## src/rtl/alu_seq_console.sv

```systemverilog
// alu_seq_console: debounced single-button A/B/opcode entry console driving a registered ALU onto the LEDs
module alu_seq_console #(
  parameter int SIZEDATA   = 8,
  parameter int SIZEOP     = 6,
  parameter int DEB_CYCLES = 4
) (
  input  logic                CLK,
  input  logic                RESET,
  input  logic [SIZEDATA-1:0] SWITCHES,
  input  logic                BTN_LOAD,
  input  logic                BTN_CLEAR,
  output logic [SIZEDATA-1:0] LEDS,
  output logic                C_LED,
  output logic                V_LED,
  output logic                Z_LED,
  output logic                ERR_LED,
  output logic [1:0]          STATE_LEDS,
  output logic                RESULT_VALID
);
  localparam int CW = $clog2(DEB_CYCLES + 1);
  localparam int M = SIZEDATA - 1;
  localparam logic [SIZEOP-1:0] OP_ADD = SIZEOP'(6'b100000);
  localparam logic [SIZEOP-1:0] OP_SUB = SIZEOP'(6'b100010);
  localparam logic [SIZEOP-1:0] OP_AND = SIZEOP'(6'b100100);
  localparam logic [SIZEOP-1:0] OP_OR  = SIZEOP'(6'b100101);
  localparam logic [SIZEOP-1:0] OP_XOR = SIZEOP'(6'b100110);
  localparam logic [SIZEOP-1:0] OP_NOR = SIZEOP'(6'b100111);
  localparam logic [SIZEOP-1:0] OP_SRA = SIZEOP'(6'b000011);
  localparam logic [SIZEOP-1:0] OP_SRL = SIZEOP'(6'b000010);
  typedef enum logic [2:0] {S_A, S_B, S_OP, S_EXEC, S_RES} state_t;
  logic [1:0] raw, pulse;
  assign raw = {BTN_CLEAR, BTN_LOAD};
  // Level is accepted only after DEB_CYCLES consecutive disagreeing samples; pulse fires on accepted rise
  for (genvar g = 0; g < 2; g++) begin : g_deb
    logic s1_q, s2_q, deb_q, pulse_q;
    logic [CW-1:0] cnt_q;
    always_ff @(posedge CLK) begin
      if (RESET) begin
        s1_q <= 1'b0;
        s2_q <= 1'b0;
        deb_q <= 1'b0;
        pulse_q <= 1'b0;
        cnt_q <= '0;
      end else begin
        s1_q <= raw[g];
        s2_q <= s1_q;
        pulse_q <= 1'b0;
        if (s2_q == deb_q) cnt_q <= '0;
        else if (cnt_q == CW'(DEB_CYCLES - 1)) begin
          deb_q <= s2_q;
          pulse_q <= s2_q;
          cnt_q <= '0;
        end else cnt_q <= cnt_q + 1'b1;
      end
    end
    assign pulse[g] = pulse_q;
  end
  logic ld, clr;
  assign ld = pulse[0];
  assign clr = pulse[1];
  state_t state_q, state_d;
  logic [SIZEDATA-1:0] a_q, a_d, b_q, b_d, res_q, res_d, alu_r;
  logic [SIZEOP-1:0] op_q, op_d;
  logic c_q, c_d, v_q, v_d, z_q, z_d, err_q, err_d, alu_c, alu_v, alu_err, big;
  logic [SIZEDATA:0] sum, dif;
  always_comb begin
    sum = {1'b0, a_q} + {1'b0, b_q};
    dif = {1'b0, a_q} - {1'b0, b_q};
    big = b_q >= SIZEDATA'(SIZEDATA);
    alu_r = '0;
    alu_c = 1'b0;
    alu_v = 1'b0;
    alu_err = 1'b0;
    case (op_q)
      OP_ADD: begin
        alu_r = sum[M:0];
        alu_c = sum[SIZEDATA];
        alu_v = (a_q[M] == b_q[M]) && (sum[M] != a_q[M]);
      end
      OP_SUB: begin
        alu_r = dif[M:0];
        alu_c = dif[SIZEDATA];
        alu_v = (a_q[M] != b_q[M]) && (dif[M] != a_q[M]);
      end
      OP_AND: alu_r = a_q & b_q;
      OP_OR:  alu_r = a_q | b_q;
      OP_XOR: alu_r = a_q ^ b_q;
      OP_NOR: alu_r = ~(a_q | b_q);
      OP_SRA: alu_r = big ? {SIZEDATA{a_q[M]}} : $unsigned($signed(a_q) >>> b_q);
      OP_SRL: alu_r = big ? '0 : a_q >> b_q;
      default: alu_err = 1'b1;
    endcase
  end
  always_comb begin
    state_d = state_q;
    a_d = a_q;
    b_d = b_q;
    op_d = op_q;
    res_d = res_q;
    c_d = c_q;
    v_d = v_q;
    z_d = z_q;
    err_d = err_q;
    if (clr) begin
      state_d = S_A;
      a_d = '0;
      b_d = '0;
      op_d = '0;
      res_d = '0;
      c_d = 1'b0;
      v_d = 1'b0;
      z_d = 1'b0;
      err_d = 1'b0;
    end else begin
      case (state_q)
        S_A, S_RES: if (ld) begin
          a_d = SWITCHES;
          state_d = S_B;
        end
        S_B: if (ld) begin
          b_d = SWITCHES;
          state_d = S_OP;
        end
        S_OP: if (ld) begin
          op_d = SWITCHES[SIZEOP-1:0];
          state_d = S_EXEC;
        end
        S_EXEC: begin
          res_d = alu_r;
          c_d = alu_c;
          v_d = alu_v;
          z_d = ~|alu_r;
          err_d = alu_err;
          state_d = S_RES;
        end
        default: state_d = S_A;
      endcase
    end
  end
  always_ff @(posedge CLK) begin
    if (RESET) begin
      state_q <= S_A;
      a_q <= '0;
      b_q <= '0;
      op_q <= '0;
      res_q <= '0;
      c_q <= 1'b0;
      v_q <= 1'b0;
      z_q <= 1'b0;
      err_q <= 1'b0;
    end else begin
      state_q <= state_d;
      a_q <= a_d;
      b_q <= b_d;
      op_q <= op_d;
      res_q <= res_d;
      c_q <= c_d;
      v_q <= v_d;
      z_q <= z_d;
      err_q <= err_d;
    end
  end
  assign LEDS = res_q;
  assign C_LED = c_q;
  assign V_LED = v_q;
  assign Z_LED = z_q;
  assign ERR_LED = err_q;
  assign RESULT_VALID = state_q == S_RES;
  assign STATE_LEDS = (state_q == S_A) ? 2'b00 : (state_q == S_B) ? 2'b01 : (state_q == S_RES) ? 2'b11 : 2'b10;
endmodule

```

## config.mk

```make
export PLATFORM = sky130hd
export DESIGN_NAME = alu_seq_console
export DESIGN_NICKNAME = d
export VERILOG_FILES = /design/src/rtl/alu_seq_console.sv
export SDC_FILE = /design/constraint.sdc
export NUM_CORES = 1
export LEC_CHECK = 0
export BUFFER_PORTS_ARGS = -buffer_cell sky130_fd_sc_hd__clkbuf_2
export CORE_MARGIN = 5
export CORE_UTILIZATION = 30
export CTS_BUF_LIST = sky130_fd_sc_hd__clkbuf_2
export CTS_CLUSTER_SIZE = 30
export DETAILED_ROUTE_END_ITERATION = 8
export PLACE_DENSITY = 0.52
export SLEW_MARGIN = 20
export SYNTH_ARGS = -nofsm -noshare
export SYNTH_HDL_FRONTEND = slang
export SYNTH_SLANG_ARGS = --single-unit
export TNS_END_PERCENT = 100
```

## constraint.sdc

```tcl
create_clock -name CLK -period 5.9 [get_ports CLK]
set_input_delay 0.885 -clock CLK [delete_from_list [all_inputs] [get_ports CLK]]
set_output_delay 0.885 -clock CLK [all_outputs]
set_load 0.02 [all_outputs]
```

==> metrics <==
Mapped Cells=446; post-route clock period utilization=54.0%; number of max-cap violations=0; CP max FO=17; vias=around 3300; Post-Route WL=~10000 um; grt ovf=0; Synth top area share=between 20 and 30%; core area=12000 um2; TNS Setup=0 ps; most common cell after layout, fill and taps aside=nor2_1; Cells after DPL=598; detailed router's first-iteration violation count=224; Via density=5.44; post-DP HPWL=approximately 8000 um; clock tree buffer depth=2; WP data arrival=around 3600 ps; CTS tree=done; H-tree levels=2; #FFs+latches synth=51; fin cells=607; Num CTS Buffers=5; Die Span X=between 100 and 150 um; Reg clk slew, reported paths=240 ps; leak pwr=roughly 1.4 nW; crit path kind=reg2reg; kind of cell adding the most delay to the critical path=simple AND/OR/NAND/NOR gates; Final #Nets=500; minimum clock period=3190 ps; largest net degree at the start of global routing=34; critical path, cell by cell=inv_1 -> ha_1 -> o21bai_1 -> and3_1 -> o21ai_0 -> a21oi_1 -> or3b_2 -> nand4b_1 -> o31ai_1; Rows=40; RePlAce Congestion=0.883; share of cells above drive strength 1=11.3%; Setup Viol. Count Final=0; status=completed; WP data required=about 6300 ps; overall routing resource usage=between 10% and 20%; first-pass GRT wire length=16700 um; Final Util=33.0%; CTS Sinks=51; final hold violations=0; Die H=between 100 and 150 um; root buf cell=clkbuf_2; VDD IR-drop max=0.000105 V; CP peak stage delay=810 ps; Worst-Skew Late Latency=470 ps; syn_area_per_cell=8.17 um2; vias in the first global route=3114; FILL cells=1246; # IOs=27; register area share after synthesis=28.0%; Final Cell Area=~3900 um2; # DRC=0; P per Cell Area=138 nW/um2; Min-Delay Path Class=reg2reg; Yosys top cell by area=dfxtp_1; syn nets=between 400 and 500; Worst Skew=18.5 ps; Final Max Slew Viols=0; Slowest cell on crit path=dfxtp_1; Peak Freq=0.314 GHz; post-CTS sizing=0; unrepaired setup endpoints after global routing=false; initial antenna violation count=1; die footprint=between 10000 and 15000 um2; Post-CTS Hold Fix Bufs=0; most frequent cells in the layout=nor2_1, dfxtp_1, mux2i_1; Initial DRT Pass Iterations=5; CP Launch Type=register; layout overhead on the synthesized area=8.35%; placed instance area=3880 um2; post-synthesis cell type count=63; buffers and inverters on the worst path=1; ys async rst share=0%; I/O Buffers=26; Final ANT Viol Nets=0; Setup crit end kind=register; Cell Area, Synth=3640 um2; relative slew slack=a little under two fifths; synth warn=0; top cells by area, synth=dfxtp_1, ha_1, mux2i_1; overall power=approximately 550 uW; Initial Util=30.4%; Post-synth top flop=dfxtp_1; Worst-Margin Slew=a little over 900 ps; multi-input logic area=roughly 2400 um2; Register Area=1020 um2; routed length per instance=17.0 um; Post-synth EDFFs=0; postcts setup bufs=0
## area by class of cell
cell class	instances	share of cell area [%]
antenna	1	0.0634
clock buffer	5	0.634
clock inverter	3	0.983
inverter	28	2.66
multi-input combinational	342	61.1
sequential	51	25.9
tap	147	4.66
timing repair buffer	30	4.06
## synthesized netlist by cell type, types with 3 or more instances
library cell  count
nor2_1           73
dfxtp_1          51
mux2i_1          32
ha_1             28
inv_1            27
a21oi_1          26
o21ai_0          21
clkbuf_1         19
xnor2_1          18
nand2_1          16
a211oi_1         13
nor3_1           13
nand3_1           9
nor2b_1           6
nand2b_1          5
nor3b_1           5
buf_2             4
nor4_1            4
o211ai_1          4
o31ai_1           4
a211o_1           3
a21o_1            3
a221o_1           3
mux4_2            3
nand3b_1          3
o21a_1            3
or2_2             3
## metrics by stage
stage / worst slack [ps] / hold slack (ps)
detailed placement: 2810 / 417
CTS: 2730 / 444
global placement: 2900 / 407
floorplan: 3260 / 399
finish: 2710 / 436
global route: 2490 / 467
## per-layer routing
metal	track usage [%]	wire length (um)	up-vias
li1	-	-	1609
met1	19.7	4810	1574
met2	22.5	4630	101
met3	3.27	567	21
met4	5.94	282	0
met5	0	0	-
## sequential cells by signal, summed over array words and instances, names as in the netlist
register / count
ERR_LED: 1
C_LED: 1
g_deb.cnt_q: 6
state_q: 3
clr: 1
op_q: 6
g_deb.s2_q: 2
g_deb.pulse_q: 1
g_deb.deb_q: 2
g_deb.s1_q: 2
a_q: 8
LEDS: 8
V_LED: 1
b_q: 8
Z_LED: 1
## worst reg2reg max path, stage by stage (launching register included)
cell and delay, ps:
dfxtp_1 810, inv_1 280, ha_1 420, o21bai_1 100, and3_1 200, o21ai_0 310
a21oi_1 100, or3b_2 460, nand4b_1 180, o31ai_1 260
## cells by family after synthesis
group                      after synthesis  synth area share, %
AOI/OAI and AO/OA                      102                 18.8
DFF                                     51                 28.0
xor gates and xnor gates                18                 4.33
muxes                                   37                 11.3
and+or+nand+nor                        155                 21.0
adders and majority gates               30                 10.7
buffers and inverters                   53                 5.81
## report_power, final
group	internal, mW	leakage, nW	switching (mW)
Combinational	0.00501	0.989	0.00928
Sequential	0.347	0.412	0.000771
Clock	0.0695	0.0404	0.114
Total	0.422	1.44	0.124
## worst paths after layout
kind | depth (start not counted) | slack (ps) | end | startpoint
setup reg to reg | 9 | 2710 | Z_LED$_SDFFE_PP0N_ | b_q[1]$_SDFFE_PP0P_
setup / recovery | 9 | 2710 | Z_LED$_SDFFE_PP0N_ | b_q[1]$_SDFFE_PP0P_
hold / removal | 1 | 440 | g_deb[1].cnt_q[0]$_SDFF_PP0_ | g_deb[1].cnt_q[0]$_SDFF_PP0_
hold reg to reg | 1 | 440 | g_deb[1].cnt_q[0]$_SDFF_PP0_ | g_deb[1].cnt_q[0]$_SDFF_PP0_
No activity file was read; power rests on OpenSTA's default activity.
